$ cat config.mk
export PLATFORM = sky130hd
export DESIGN_NAME = h_logic_accum
export DESIGN_NICKNAME = d
export VERILOG_FILES = /design/src/rtl/h_logic_accum.sv
export SDC_FILE = /design/constraint.sdc
export NUM_CORES = 1
export LEC_CHECK = 0
export ABC_AREA = 1
export ABC_CLOCK_PERIOD_IN_PS = 1800
export BUFFER_PORTS_ARGS = -buffer_cell sky130_fd_sc_hd__buf_2
export CORE_AREA = 2 2 80 82
export CTS_CLUSTER_DIAMETER = 40
export CTS_CLUSTER_SIZE = 24
export DETAILED_ROUTE_END_ITERATION = 8
export DIE_AREA = 0 0 82 84
export SLEW_MARGIN = 10
export SYNTH_ARGS = -nofsm -noshare
export SYNTH_HDL_FRONTEND = slang
export SYNTH_SLANG_ARGS = --single-unit
$ cat constraint.sdc
create_clock -name clk -period 1.8 [get_ports clk]
set_input_delay 0.18 -clock clk [delete_from_list [all_inputs] [get_ports clk]]
set_output_delay 0.18 -clock clk [all_outputs]
set_load 0.03 [all_outputs]
$ cat src/rtl/h_logic_accum.sv
// h_logic_accum: bursts of words folded by OR/AND/XOR/LAST into one held result
module h_logic_accum #(
  parameter int WIDTH = 16,
  parameter int MAX_BEATS = 8,
  localparam int CW = $clog2(MAX_BEATS + 1)
) (
  input  logic             clk,
  input  logic             rst,
  input  logic             in_valid,
  output logic             in_ready,
  input  logic [WIDTH-1:0] in_data,
  input  logic [1:0]       in_op,
  input  logic             in_last,
  output logic             out_valid,
  input  logic             out_ready,
  output logic [WIDTH-1:0] out_data,
  output logic [CW-1:0]    out_count,
  output logic             out_trunc
);
  localparam logic [1:0] IDLE = 2'd0;
  localparam logic [1:0] ACCUM = 2'd1;
  localparam logic [1:0] HOLD = 2'd2;
  logic [1:0] state;
  logic [1:0] op_r;
  logic [WIDTH-1:0] acc, acc_nx;
  logic [CW-1:0] cnt, cnt_nx;
  logic take, first, term;
  assign in_ready = state != HOLD;
  assign out_valid = state == HOLD;
  assign out_data = acc;
  assign out_count = cnt;
  assign take = in_valid && in_ready;
  assign first = state == IDLE;
  // next accumulator/count for an accepted beat; the op is latched from the first beat only
  always_comb begin
    cnt_nx = first ? CW'(1) : cnt + CW'(1);
    acc_nx = first          ? in_data :
             op_r == 2'b00  ? acc | in_data :
             op_r == 2'b01  ? acc & in_data :
             op_r == 2'b10  ? acc ^ in_data : in_data;
    term = in_last || cnt_nx == CW'(MAX_BEATS);
  end
  // burst FSM: accumulate until in_last or MAX_BEATS, then hold until the consumer takes it
  always_ff @(posedge clk or posedge rst) begin
    if (rst) begin
      state <= IDLE;
      acc <= '0;
      cnt <= '0;
      op_r <= 2'b00;
      out_trunc <= 1'b0;
    end else if (take) begin
      acc <= acc_nx;
      cnt <= cnt_nx;
      if (first) op_r <= in_op;
      state <= term ? HOLD : ACCUM;
      if (term) out_trunc <= !in_last;
    end else if (out_valid && out_ready) begin
      state <= IDLE;
    end
  end
endmodule

==> impl_results.html <==
<table>
<tr><th>Metric</th><th>Value</th></tr>
<tr><th colspan="2">Run status</th></tr>
<tr><td>Result of the run</td><td>finished, final reports clean</td></tr>
<tr><th colspan="2">Clock network</th></tr>
<tr><td>Number of clock buffers inserted by TritonCTS</td><td>3</td></tr>
<tr><td>Post-CTS Setup Bufs</td><td>0</td></tr>
<tr><td>CTS Root Buffer Type</td><td>clkbuf_8</td></tr>
<tr><td>Count of hold buffers inserted by post-cts repair</td><td>1</td></tr>
<tr><td>Clk buf depth</td><td>2</td></tr>
<tr><td>Clock-pin transition on the worst setup and hold timing paths</td><td>90 ps</td></tr>
<tr><td>TritonCTS clock tree</td><td>done</td></tr>
<tr><td>Count of H-tree levels built during CTS</td><td>1</td></tr>
<tr><td>Post-CTS sizing</td><td>0</td></tr>
<tr><td>Later-pin clock latency in the skew report</td><td>280 ps</td></tr>
<tr><td>Number of clock sinks seen by CTS</td><td>25</td></tr>
<tr><th colspan="2">Final layout</th></tr>
<tr><td>Antenna cells</td><td>0</td></tr>
<tr><td>Fraction of layout instances using a drive strength above 1</td><td>15.09%</td></tr>
<tr><td>Final non-filler cell total</td><td>488</td></tr>
<tr><td>Final-stage net count</td><td>468</td></tr>
<tr><td>Relative area change from synthesis to final layout</td><td>15.85%</td></tr>
<tr><th colspan="2">Synth</th></tr>
<tr><td>Most numerous cell in the Yosys netlist</td><td>nand2_1</td></tr>
<tr><td>Primary FF master, synth</td><td>dfrtp_1</td></tr>
<tr><td>Post-synthesis cell count</td><td>367</td></tr>
<tr><td>List of most frequent post-synthesis cells</td><td>125 x nand2_1, 59 x inv_1, 44 x nor2_1</td></tr>
<tr><td>Share of Yosys cell area claimed by the top area cell type</td><td>26.78%</td></tr>
<tr><td>Top cells by area in the synthesized netlist</td><td>dfrtp_1 27%, nand2_1 20%, ha_1 18%</td></tr>
<tr><td>Seq cells post-synth</td><td>25</td></tr>
<tr><td>Post-synth top area cell</td><td>dfrtp_1</td></tr>
<tr><td>Mean instance size in the synthesized netlist</td><td>6.365 µm²</td></tr>
<tr><td>Number of unique standard cell types used by synthesis</td><td>17</td></tr>
<tr><td>Post-synthesis net count</td><td>423</td></tr>
<tr><td>FFs w/ async S/R, synth</td><td>100.0%</td></tr>
<tr><td>Count of flip-flops with a built-in enable after synthesis</td><td>0</td></tr>
<tr><td>Sequential area share after synthesis</td><td>26.78%</td></tr>
<tr><td>Syn. warnings</td><td>0</td></tr>
<tr><td>Netlist area before placement</td><td>2336 µm²</td></tr>
<tr><th colspan="2">Worst setup path</th></tr>
<tr><td>Critical setup path kind</td><td>flop to flop</td></tr>
<tr><td>Required time at the endpoint of the critical path</td><td>1970 ps</td></tr>
<tr><td>Reg-to-reg startpoint</td><td>out_count[0]</td></tr>
<tr><td>Startpoint Class</td><td>flop</td></tr>
<tr><td>Largest fanout of any net on the critical path</td><td>7</td></tr>
<tr><td>Reg-to-Reg End</td><td>out_trunc</td></tr>
<tr><td>R2r setup slk</td><td>350 ps</td></tr>
<tr><td>Crit path arrival time</td><td>1620 ps</td></tr>
<tr><td>Cell count of the worst reg-to-reg path</td><td>7</td></tr>
<tr><td>Setup crit end kind</td><td>flop</td></tr>
<tr><th colspan="2">Global routing</th></tr>
<tr><td>Total gr overflow</td><td>0</td></tr>
<tr><td>First-pass GRT wire length</td><td>9183 µm</td></tr>
<tr><td>Vias in the first global route</td><td>2,097</td></tr>
<tr><td>Largest net degree at the start of global routing</td><td>34</td></tr>
<tr><td>Total routing resource utilization after global routing</td><td>16.61%</td></tr>
<tr><td>Number of antenna violations at the first check in global routing</td><td>0</td></tr>
<tr><th colspan="2">STA</th></tr>
<tr><td>Number of max-slew violations in the final report</td><td>0</td></tr>
<tr><td>Fin Setup TNS</td><td>0 ps</td></tr>
<tr><td>Number of failing setup endpoints in the final timing report</td><td>0</td></tr>
<tr><td>Number of hold violations in the final report</td><td>0</td></tr>
<tr><td>Tmin final</td><td>1447 ps</td></tr>
<tr><td>Final worst setup slack</td><td>353.3 ps</td></tr>
<tr><td>Unrepaired setup endpoints after global routing</td><td>no</td></tr>
<tr><td>Fmax</td><td>691.2 MHz</td></tr>
<tr><td>Share of the clock period used by the worst path</td><td>80.37%</td></tr>
<tr><td>Rel. slew slack</td><td>60.54%</td></tr>
<tr><td>Pin slew with the least headroom to its limit</td><td>591.2 ps</td></tr>
<tr><td>Clock tree skew after final layout</td><td>6.647 ps</td></tr>
<tr><th colspan="2">Detailed routing</th></tr>
<tr><td>Detail Route met3 WL</td><td>195 µm</td></tr>
<tr><td>Met2 WL</td><td>2448 µm</td></tr>
<tr><td>Wire length per cell</td><td>10.88 µm</td></tr>
<tr><td>Number of vias per cell after detailed routing</td><td>4.570</td></tr>
<tr><td>Count of unresolved DRC violations after routing</td><td>0</td></tr>
<tr><td>WL met1</td><td>2619 µm</td></tr>
<tr><td>Total detailed-routing wirelength</td><td>5309 µm</td></tr>
<tr><td>Number of detailed-routing iterations run before antenna repair</td><td>4</td></tr>
<tr><td>Highest routed layer</td><td>met4</td></tr>
<tr><td>DRT antenna net count</td><td>0</td></tr>
<tr><td>Number of violations reported at the end of detailed-routing iteration 0</td><td>81</td></tr>
<tr><td>Vias</td><td>2,230</td></tr>
<tr><th colspan="2">Run</th></tr>
<tr><td>Number of max-cap violations</td><td>0</td></tr>
<tr><th colspan="2">Pwr</th></tr>
<tr><td>Peak supply drop</td><td>0.0008035 V</td></tr>
<tr><td>Pwr dens</td><td>1586 nW/µm²</td></tr>
<tr><td>P_leak</td><td>1.679 nW</td></tr>
<tr><th colspan="2">Worst hold path</th></tr>
<tr><td>Endpoint with the worst hold slack</td><td>op_r[0]</td></tr>
<tr><td>Hold Crit Start</td><td>in_op[0]</td></tr>
<tr><td>Worst min-delay path class</td><td>input pin to flop</td></tr>
<tr><td>Depth of the worst hold-timing path</td><td>3</td></tr>
<tr><th colspan="2">Place</th></tr>
<tr><td>Dpl ws</td><td>370.7 ps</td></tr>
<tr><td>GPL Wtd Cong</td><td>0.8270</td></tr>
<tr><td>DP Cell Count</td><td>483</td></tr>
<tr><td>HPWL after DPL</td><td>3754 µm</td></tr>
<tr><td>Number of port buffers</td><td>45</td></tr>
<tr><th colspan="2">Die</th></tr>
<tr><td>Std-Cell Rows</td><td>29</td></tr>
<tr><td>Die outline height</td><td>84 µm</td></tr>
<tr><td>Die area</td><td>6888 µm²</td></tr>
<tr><td>Initial core utilization</td><td>38.32%</td></tr>
<tr><td>Core ar.</td><td>6096 µm²</td></tr>
<tr><td>I/O Pins</td><td>46</td></tr>
<tr><td>DIE WIDTH</td><td>82 µm</td></tr>
</table>
-- flip-flops by register name, indices dropped and copies added (netlist names) --
signal,flops
out_trunc,1
state,2
op_r,2
out_count,4
out_data,16
-- through the flow --
step                      util (%)  hold slack (ps)  instance area [µm²]  power, W
after CTS                    44.40            146.0                 2706  0.004353
after global placement       43.49            268.0                 2651  0.003919
after floorplan                  -            207.3                 2336  0.003259
final                        44.40            147.1                 2706  0.004292
after detailed placement     43.49            274.1                 2651  0.003978
after global routing         44.40            168.9                 2706  0.004799
-- how the worst max path moves through the flow --
| stage | from | endpoint | cells past startpoint | slack (ps) |
|---|---|---|---|---|
| 2_1_floorplan | out_count[0] | out_trunc | 7 | 310 |
| 3_3_place_gp | out_count[0] | out_trunc | 7 | 400 |
| 3_5_place_dp | out_count[0] | out_trunc | 7 | 370 |
| 4_1_cts | out_count[0] | out_trunc | 7 | 360 |
| 5_1_grt | out_count[0] | out_trunc | 7 | 220 |
| 6_report | out_count[0] | out_trunc | 7 | 350 |
-- critical path, cell delays in order, from the launching register on --
cell     delay (ps)
dfrtp_1         450
ha_1            330
nor2_1          100
nand2_1          50
nor2_1          130
nand3_1         140
nand3_1          90
nand2_1          50
-- metal layers --
layer | GRT usage (%) | vias to the layer above
met3 | 2.814 | 5
met1 | 21.66 | 986
met5 | 0 | -
met4 | 3.636 | 0
met2 | 28.31 | 35
li1 | - | 1204
-- layout by cell type (no fill, tap or decap), drive strengths merged --
master	count
inv	61
o31ai	1
dlygate4sd3	1
nand2	128
a32o	1
o21bai	1
dfrtp	25
clkbuf	4
buf	53
a21oi	34
nor2	44
nand4	1
ha	33
o21ai	1
nand3	23
-- area by class of cell --
class | instances | area (µm²)
Fill cell | 663 | 3390
Multi-Input combinational cell | 267 | 1390
Sequential cell | 25 | 625.6
Timing Repair Buffer | 54 | 320.3
Inverter | 61 | 229.0
Tap cell | 77 | 96.34
Clock buffer | 4 | 45.04
-- where the power goes --
group | switching [W] | internal [W]
Combinational | 0.00186 | 0.000985
Clock | 0.000197 | 0.000159
Sequential | 0.000275 | 0.000819
-- kinds of logic after synthesis --
kind of cell / after synthesis / synth area share (%)
and+or+nand+nor: 196 / 33.16
buffers and inverters: 75 / 13.82
DFF: 25 / 26.78
adders and majority gates: 33 / 17.68
AOI/OAI and AO/OA: 38 / 8.570
(Power assumes the default switching activity.)
